[src/rtl/iter_divider.sv]
// Multi-cycle restoring divider: one quotient bit per clock, WIDTH iterations.
// Signed DIV/REM support is built only when the DIV_SIGNED_EN macro is defined.

module iter_divider #(
    parameter int WIDTH = 32
) (
    input  logic             clk,
    input  logic             rst_n,
    input  logic             start,
    input  logic             is_signed,
    input  logic             flush,
    input  logic [WIDTH-1:0] dividend,
    input  logic [WIDTH-1:0] divisor,
    output logic             busy,
    output logic             done,
    output logic             div_zero,
    output logic [WIDTH-1:0] quotient,
    output logic [WIDTH-1:0] remainder
);

    localparam int CW = $clog2(WIDTH + 1);
    localparam logic [CW-1:0] LAST_CNT = CW'(WIDTH);

    typedef enum logic [1:0] {
        IDLE = 2'd0,
        CALC = 2'd1,
        FIN  = 2'd2
    } state_t;

    state_t           state_r;
    logic [WIDTH-1:0] dvd_r;
    logic [WIDTH-1:0] dvs_r;
    logic [WIDTH-1:0] rem_r;
    logic [CW-1:0]    cnt_r;
    logic             zero_r;
    logic             busy_r;
    logic             done_r;
    logic             div_zero_r;
    logic [WIDTH-1:0] quotient_r;
    logic [WIDTH-1:0] remainder_r;

    logic [WIDTH:0]   shift_s;
    logic [WIDTH+1:0] diff_s;
    logic             borrow_s;
    logic [WIDTH-1:0] rem_next_s;
    logic [WIDTH-1:0] dvd_in_s;
    logic [WIDTH-1:0] dvs_in_s;
    logic [WIDTH-1:0] q_fix_s;
    logic [WIDTH-1:0] r_fix_s;
    logic             accept_s;
    logic             unused_diff_s;

    // Trial subtraction of the shifted partial remainder; the top bit is the borrow.
    always_comb begin
        shift_s    = {rem_r, dvd_r[WIDTH-1]};
        diff_s     = {1'b0, shift_s} - {2'b00, dvs_r};
        borrow_s   = diff_s[WIDTH+1];
        if (borrow_s) begin
            rem_next_s = shift_s[WIDTH-1:0];
        end else begin
            rem_next_s = diff_s[WIDTH-1:0];
        end
    end

    // A restored difference is always below the divisor, so bit WIDTH carries no information.
    assign unused_diff_s = diff_s[WIDTH];

    assign accept_s = start & ~flush & ((state_r == IDLE) | (state_r == FIN));

`ifdef DIV_SIGNED_EN
    function automatic logic [WIDTH-1:0] negate(input logic [WIDTH-1:0] v);
        negate = ~v + {{(WIDTH-1){1'b0}}, 1'b1};
    endfunction

    logic neg_dvd_s;
    logic neg_dvs_s;
    logic neg_q_r;
    logic neg_r_r;

    // Magnitude conversion on entry and sign restoration on exit.
    always_comb begin
        neg_dvd_s = is_signed & dividend[WIDTH-1];
        neg_dvs_s = is_signed & divisor[WIDTH-1];
        if (neg_dvd_s) begin
            dvd_in_s = negate(dividend);
        end else begin
            dvd_in_s = dividend;
        end
        if (neg_dvs_s) begin
            dvs_in_s = negate(divisor);
        end else begin
            dvs_in_s = divisor;
        end
        if (neg_q_r) begin
            q_fix_s = negate(dvd_r);
        end else begin
            q_fix_s = dvd_r;
        end
        if (neg_r_r) begin
            r_fix_s = negate(rem_r);
        end else begin
            r_fix_s = rem_r;
        end
    end

    // Sign flags: a zero divisor leaves the all-ones quotient uncorrected (reads as -1).
    always_ff @(posedge clk or negedge rst_n) begin
        if (!rst_n) begin
            neg_q_r <= 1'b0;
            neg_r_r <= 1'b0;
        end else if (accept_s) begin
            neg_q_r <= (neg_dvd_s ^ neg_dvs_s) & (divisor != {WIDTH{1'b0}});
            neg_r_r <= neg_dvd_s;
        end
    end
`else
    logic unused_sign_s;

    // Unsigned-only build: operands and results pass through untouched.
    always_comb begin
        dvd_in_s = dividend;
        dvs_in_s = divisor;
        q_fix_s  = dvd_r;
        r_fix_s  = rem_r;
    end

    assign unused_sign_s = is_signed;
`endif

    // Divider control and datapath; the dividend register fills with quotient bits.
    always_ff @(posedge clk or negedge rst_n) begin
        if (!rst_n) begin
            state_r     <= IDLE;
            dvd_r       <= {WIDTH{1'b0}};
            dvs_r       <= {WIDTH{1'b0}};
            rem_r       <= {WIDTH{1'b0}};
            cnt_r       <= {CW{1'b0}};
            zero_r      <= 1'b0;
            busy_r      <= 1'b0;
            done_r      <= 1'b0;
            div_zero_r  <= 1'b0;
            quotient_r  <= {WIDTH{1'b0}};
            remainder_r <= {WIDTH{1'b0}};
        end else if (flush) begin
            state_r <= IDLE;
            busy_r  <= 1'b0;
            done_r  <= 1'b0;
        end else begin
            case (state_r)
                IDLE, FIN: begin
                    done_r <= 1'b0;
                    if (start) begin
                        dvd_r   <= dvd_in_s;
                        dvs_r   <= dvs_in_s;
                        rem_r   <= {WIDTH{1'b0}};
                        cnt_r   <= {CW{1'b0}};
                        zero_r  <= (divisor == {WIDTH{1'b0}});
                        busy_r  <= 1'b1;
                        state_r <= CALC;
                    end else begin
                        busy_r  <= 1'b0;
                        state_r <= IDLE;
                    end
                end
                CALC: begin
                    if (cnt_r == LAST_CNT) begin
                        quotient_r  <= q_fix_s;
                        remainder_r <= r_fix_s;
                        div_zero_r  <= zero_r;
                        done_r      <= 1'b1;
                        busy_r      <= 1'b0;
                        state_r     <= FIN;
                    end else begin
                        rem_r <= rem_next_s;
                        dvd_r <= {dvd_r[WIDTH-2:0], ~borrow_s};
                        cnt_r <= cnt_r + {{(CW-1){1'b0}}, 1'b1};
                    end
                end
                default: begin
                    state_r <= IDLE;
                    busy_r  <= 1'b0;
                    done_r  <= 1'b0;
                end
            endcase
        end
    end

    assign busy      = busy_r;
    assign done      = done_r;
    assign div_zero  = div_zero_r;
    assign quotient  = quotient_r;
    assign remainder = remainder_r;

endmodule

[config.mk]
export PLATFORM = sky130hd
export DESIGN_NAME = iter_divider
export DESIGN_NICKNAME = d
export VERILOG_FILES = /design/src/rtl/iter_divider.sv
export SDC_FILE = /design/constraint.sdc
export NUM_CORES = 1
export LEC_CHECK = 0
export BUFFER_PORTS_ARGS = -buffer_cell sky130_fd_sc_hd__buf_2
export CAP_MARGIN = 10
export CORE_ASPECT_RATIO = 0.75
export CORE_MARGIN = 2
export CORE_UTILIZATION = 27
export CTS_CLUSTER_DIAMETER = 150
export DETAILED_ROUTE_END_ITERATION = 8
export GPL_ROUTABILITY_DRIVEN = 0
export PLACE_DENSITY = 0.45
export SYNTH_ARGS = -nofsm -noshare
export SYNTH_HDL_FRONTEND = slang
export SYNTH_SLANG_ARGS = --single-unit
[constraint.sdc]
create_clock -name clk -period 2.7 [get_ports clk]
set_input_delay 0.135 -clock clk [delete_from_list [all_inputs] [get_ports clk]]
set_output_delay 0.135 -clock clk [all_outputs]
set_load 0.02 [all_outputs]
==> impl_results.md <==
- WHS: 0.00387 ns
- Cell area power density: 936 nW/µm²
- Buffer depth of the longest clock path: 2
- Io pins: 136
- DPL Wire Length: 18.5 mm
- Drt first pass iters: 5
- Syn Area/Cell: 9.87 µm²
- Die Ht: 160 µm
- Vias/cell: 4.61
- Most frequent cell after synthesis: dfrtp_1
- Number of routed nets with antenna violations: 0
- Routed wire length: 26.0 mm
- Area of the multi-input gates: 4250 µm²
- Worst Path Buf+Inv: 2
- Mapped Cells: 886
- CP Max Fanout: 6
- Setup CP Type: flop to flop
- DRC viols: 0
- Final Net Count: 1248
- Critical Path Start Type: flop
- Leading area contributor after synthesis: dfrtp_1
- Vias in the first global route: 7343
- Fmax: 368 MHz
- Max Cap Viol: 0
- # fillers: 3261
- Slack of the critical path: -0.0183 ns
- Full die area: 33900 µm²
- H-tree depth: 4
- CTS buffer count: 17
- Cell family with most CP delay: compound AO/OA/AOI/OAI gates
- Post-synth ARST share: 100%
- Iteration-0 DRC count of the detailed router: 307
- Non-filler cells in the finished layout: 1599
- Core Region: 32200 µm²
- Total congestion overflow: 0
- Largest net degree at the start of global routing: 70
- Syn nets: 990
- RSZ-0062 raised after global routing: true
- Worst hold path type: primary input to flop
- Slew HR: 38.1%
- Mapped Area: 8750 µm²
- Placed instance count: 1495
- Synth Warn #: 0
- Initial antenna violation count: 1
- CP Cell Sequence: inv_2 > ha_4 > nor2b_4 > o31a_1 > o21a_1 > a221o_2 > o211ai_4 > and2_4 > buf_12 > mux2i_1 > o21ai_1
- Gr usage total: 15.8%
- Leakage power: 5.81 nW
- Clock skew: 0.0139 ns
- Starting Density: 27.2%
- Flops & latches, synth: 171
- Syn-to-layout area delta: 37.4%
- Register area share after synthesis: 48.9%
- DIE WIDTH: 212 µm
- Via count: 7369
- Status: finished, violations left
- Top cells by area, synth: dfrtp_1, mux2_2, nand2_1, ha_1, o21ai_0
- Worst skew pair latency: 0.44 ns
- Per-cell routed wire length: 16.3 µm
- I/O Buffers: 134
- First-pass GRT wire length: 41.5 mm
- Worst Path Required: 3.03 ns
- Ys flop type: dfrtp_1
- Crit path arrival time: 3.04 ns
- Tcrit/Tclk final: 101%
- Number of flops mapped to enable cells by yosys: 0
- Top-area cell type share of the netlist area: 48.9%
- Antenna cells: 0
- Finished Core Util: 37.4%
- PnR Total Power: 11.3 mW
- Standard-cell rows: 57
- Final setup vio count: 1
- Layout cells sized above 1: 31.2%
- Post-synth top cells: dfrtp_1, nand2_1, mux2_2, o21ai_0, nor2_1
- CTS tree: built
- Final Hold Violating Endpoints: 0
- CP Capture Type: flop
- Failing checks: setup timing
- Unique masters post-synth: 62
- Worst vdd ir: 0.517 mV
- Minimum clock period: 2.72 ns
- Clk pin slew, worst setup/hold paths: 0.07 ns
- CP max stage delay: 0.41 ns
- Storage cell area: 4280 µm²
- Slowest cell on crit path: a221o_2
- CTS sink count: 171
- CTS root buf: clkbuf_16
- Worst-margin pin slew: 0.926 ns
- Slew Viols, Final: 0
-- worst register-to-register path: stages, from the launching register on --
cell and delay (ns):
dfrtp_1 0.38, inv_2 0.09, ha_4 0.20, nor2b_4 0.12
o31a_1 0.28, o21a_1 0.22, a221o_2 0.41, o211ai_4 0.27
and2_4 0.26, buf_12 0.13, mux2i_1 0.17, o21ai_1 0.08
-- area by class of cell --
type / instances / share of cell area, %
Sequential cell: 171 / 35.6
Multi-Input combinational cell: 624 / 35.4
Timing Repair Buffer: 288 / 17.5
Tap cell: 442 / 4.60
Clock buffer: 18 / 3.66
Clock inverter: 14 / 1.90
Inverter: 42 / 1.31
-- sequential cells by signal (all words and copies together), names as in the netlist --
signal	count
cnt_r	6
remainder	32
state_r	1
zero_r	1
dvs_r	32
busy	1
dvd_r	32
div_zero	1
r_fix_s	32
quotient	32
done	1
-- report_power, final --
part / leakage (nW) / switching [mW] / internal (mW)
clock network: 0.323 / 1.13 / 1.69
registers: 2.23 / 0.291 / 2.96
logic: 3.26 / 2.70 / 2.49
-- metrics by stage --
step | setup WS (ns) | TNS, ns | cell area, µm²
6_report | -0.0183 | -0.0183 | 12000
5_1_grt | -0.122 | -1.85 | 12000
4_1_cts | -0.00412 | -0.00412 | 11800
3_5_place_dp | -0.154 | -0.974 | 10400
3_3_place_gp | -0.0470 | -0.119 | 10400
2_1_floorplan | 0.0241 | 0 | 8750
-- kinds of logic after synthesis --
family          share of synthesized area [%]
xor+xnor                                 2.80
mux                                      9.97
buf+inv                                  4.35
compound gates                           15.5
flops                                    48.9
simple gates                             13.3
fa+ha+maj                                5.09
-- routing by layer --
| layer | wire [µm] | track usage (%) |
|---|---|---|
| met4 | 381 | 4.58 |
| met2 | 11100 | 22.3 |
| met3 | 770 | 2.67 |
| met1 | 13800 | 24.5 |
| met5 | 0 | 0 |
-- placed cells by master (no fill, tap or decap), types with 5 or more instances in the layout --
| cell type | instances |
|---|---|
| nand3_1 | 23 |
| mux2i_1 | 11 |
| nor4_1 | 10 |
| buf_6 | 5 |
| o21bai_1 | 7 |
| nor3_1 | 7 |
| xor2_1 | 11 |
| ha_1 | 32 |
| buf_2 | 133 |
| a31oi_1 | 31 |
| dfrtp_1 | 171 |
| buf_4 | 79 |
| o21ai_0 | 49 |
| o21ai_1 | 29 |
| nor2_1 | 51 |
| a21oi_1 | 43 |
| a21o_1 | 10 |
| buf_12 | 5 |
| a32oi_1 | 7 |
| nand4_1 | 9 |
| mux2_2 | 65 |
| xnor2_1 | 17 |
| inv_1 | 39 |
| clkbuf_16 | 19 |
| inv_6 | 6 |
| dlygate4sd3_1 | 64 |
| bufinv_16 | 5 |
| nand2_1 | 129 |
-- path summary, 6_finish.rpt --
check | startpoint | to | slack [ns] | cells after the start
max | dvs_r[1] | r_fix_s[1] | -0.02 | 11
min | dividend[31] | dvd_r[31] | 0.004 | 3
max reg2reg | dvs_r[1] | r_fix_s[1] | -0.02 | 11
min reg2reg | zero_r | zero_r | 0.48 | 2
max in group asynchronous | rst_n | dvd_r[24] | 1.55 | 3
min in group asynchronous | rst_n | quotient[4] | 0.27 | 2
-- repair_timing --
item                       4_1_cts  5_1_grt
pin swaps                        7       21
hold buffers                    64        0
hold endpoints to repair       129        0
gates cloned                     0        2
buffers inserted                 2        4
gates resized for setup         10       40
setup endpoints to repair       28       33
Power figures use the tool's default switching activity.
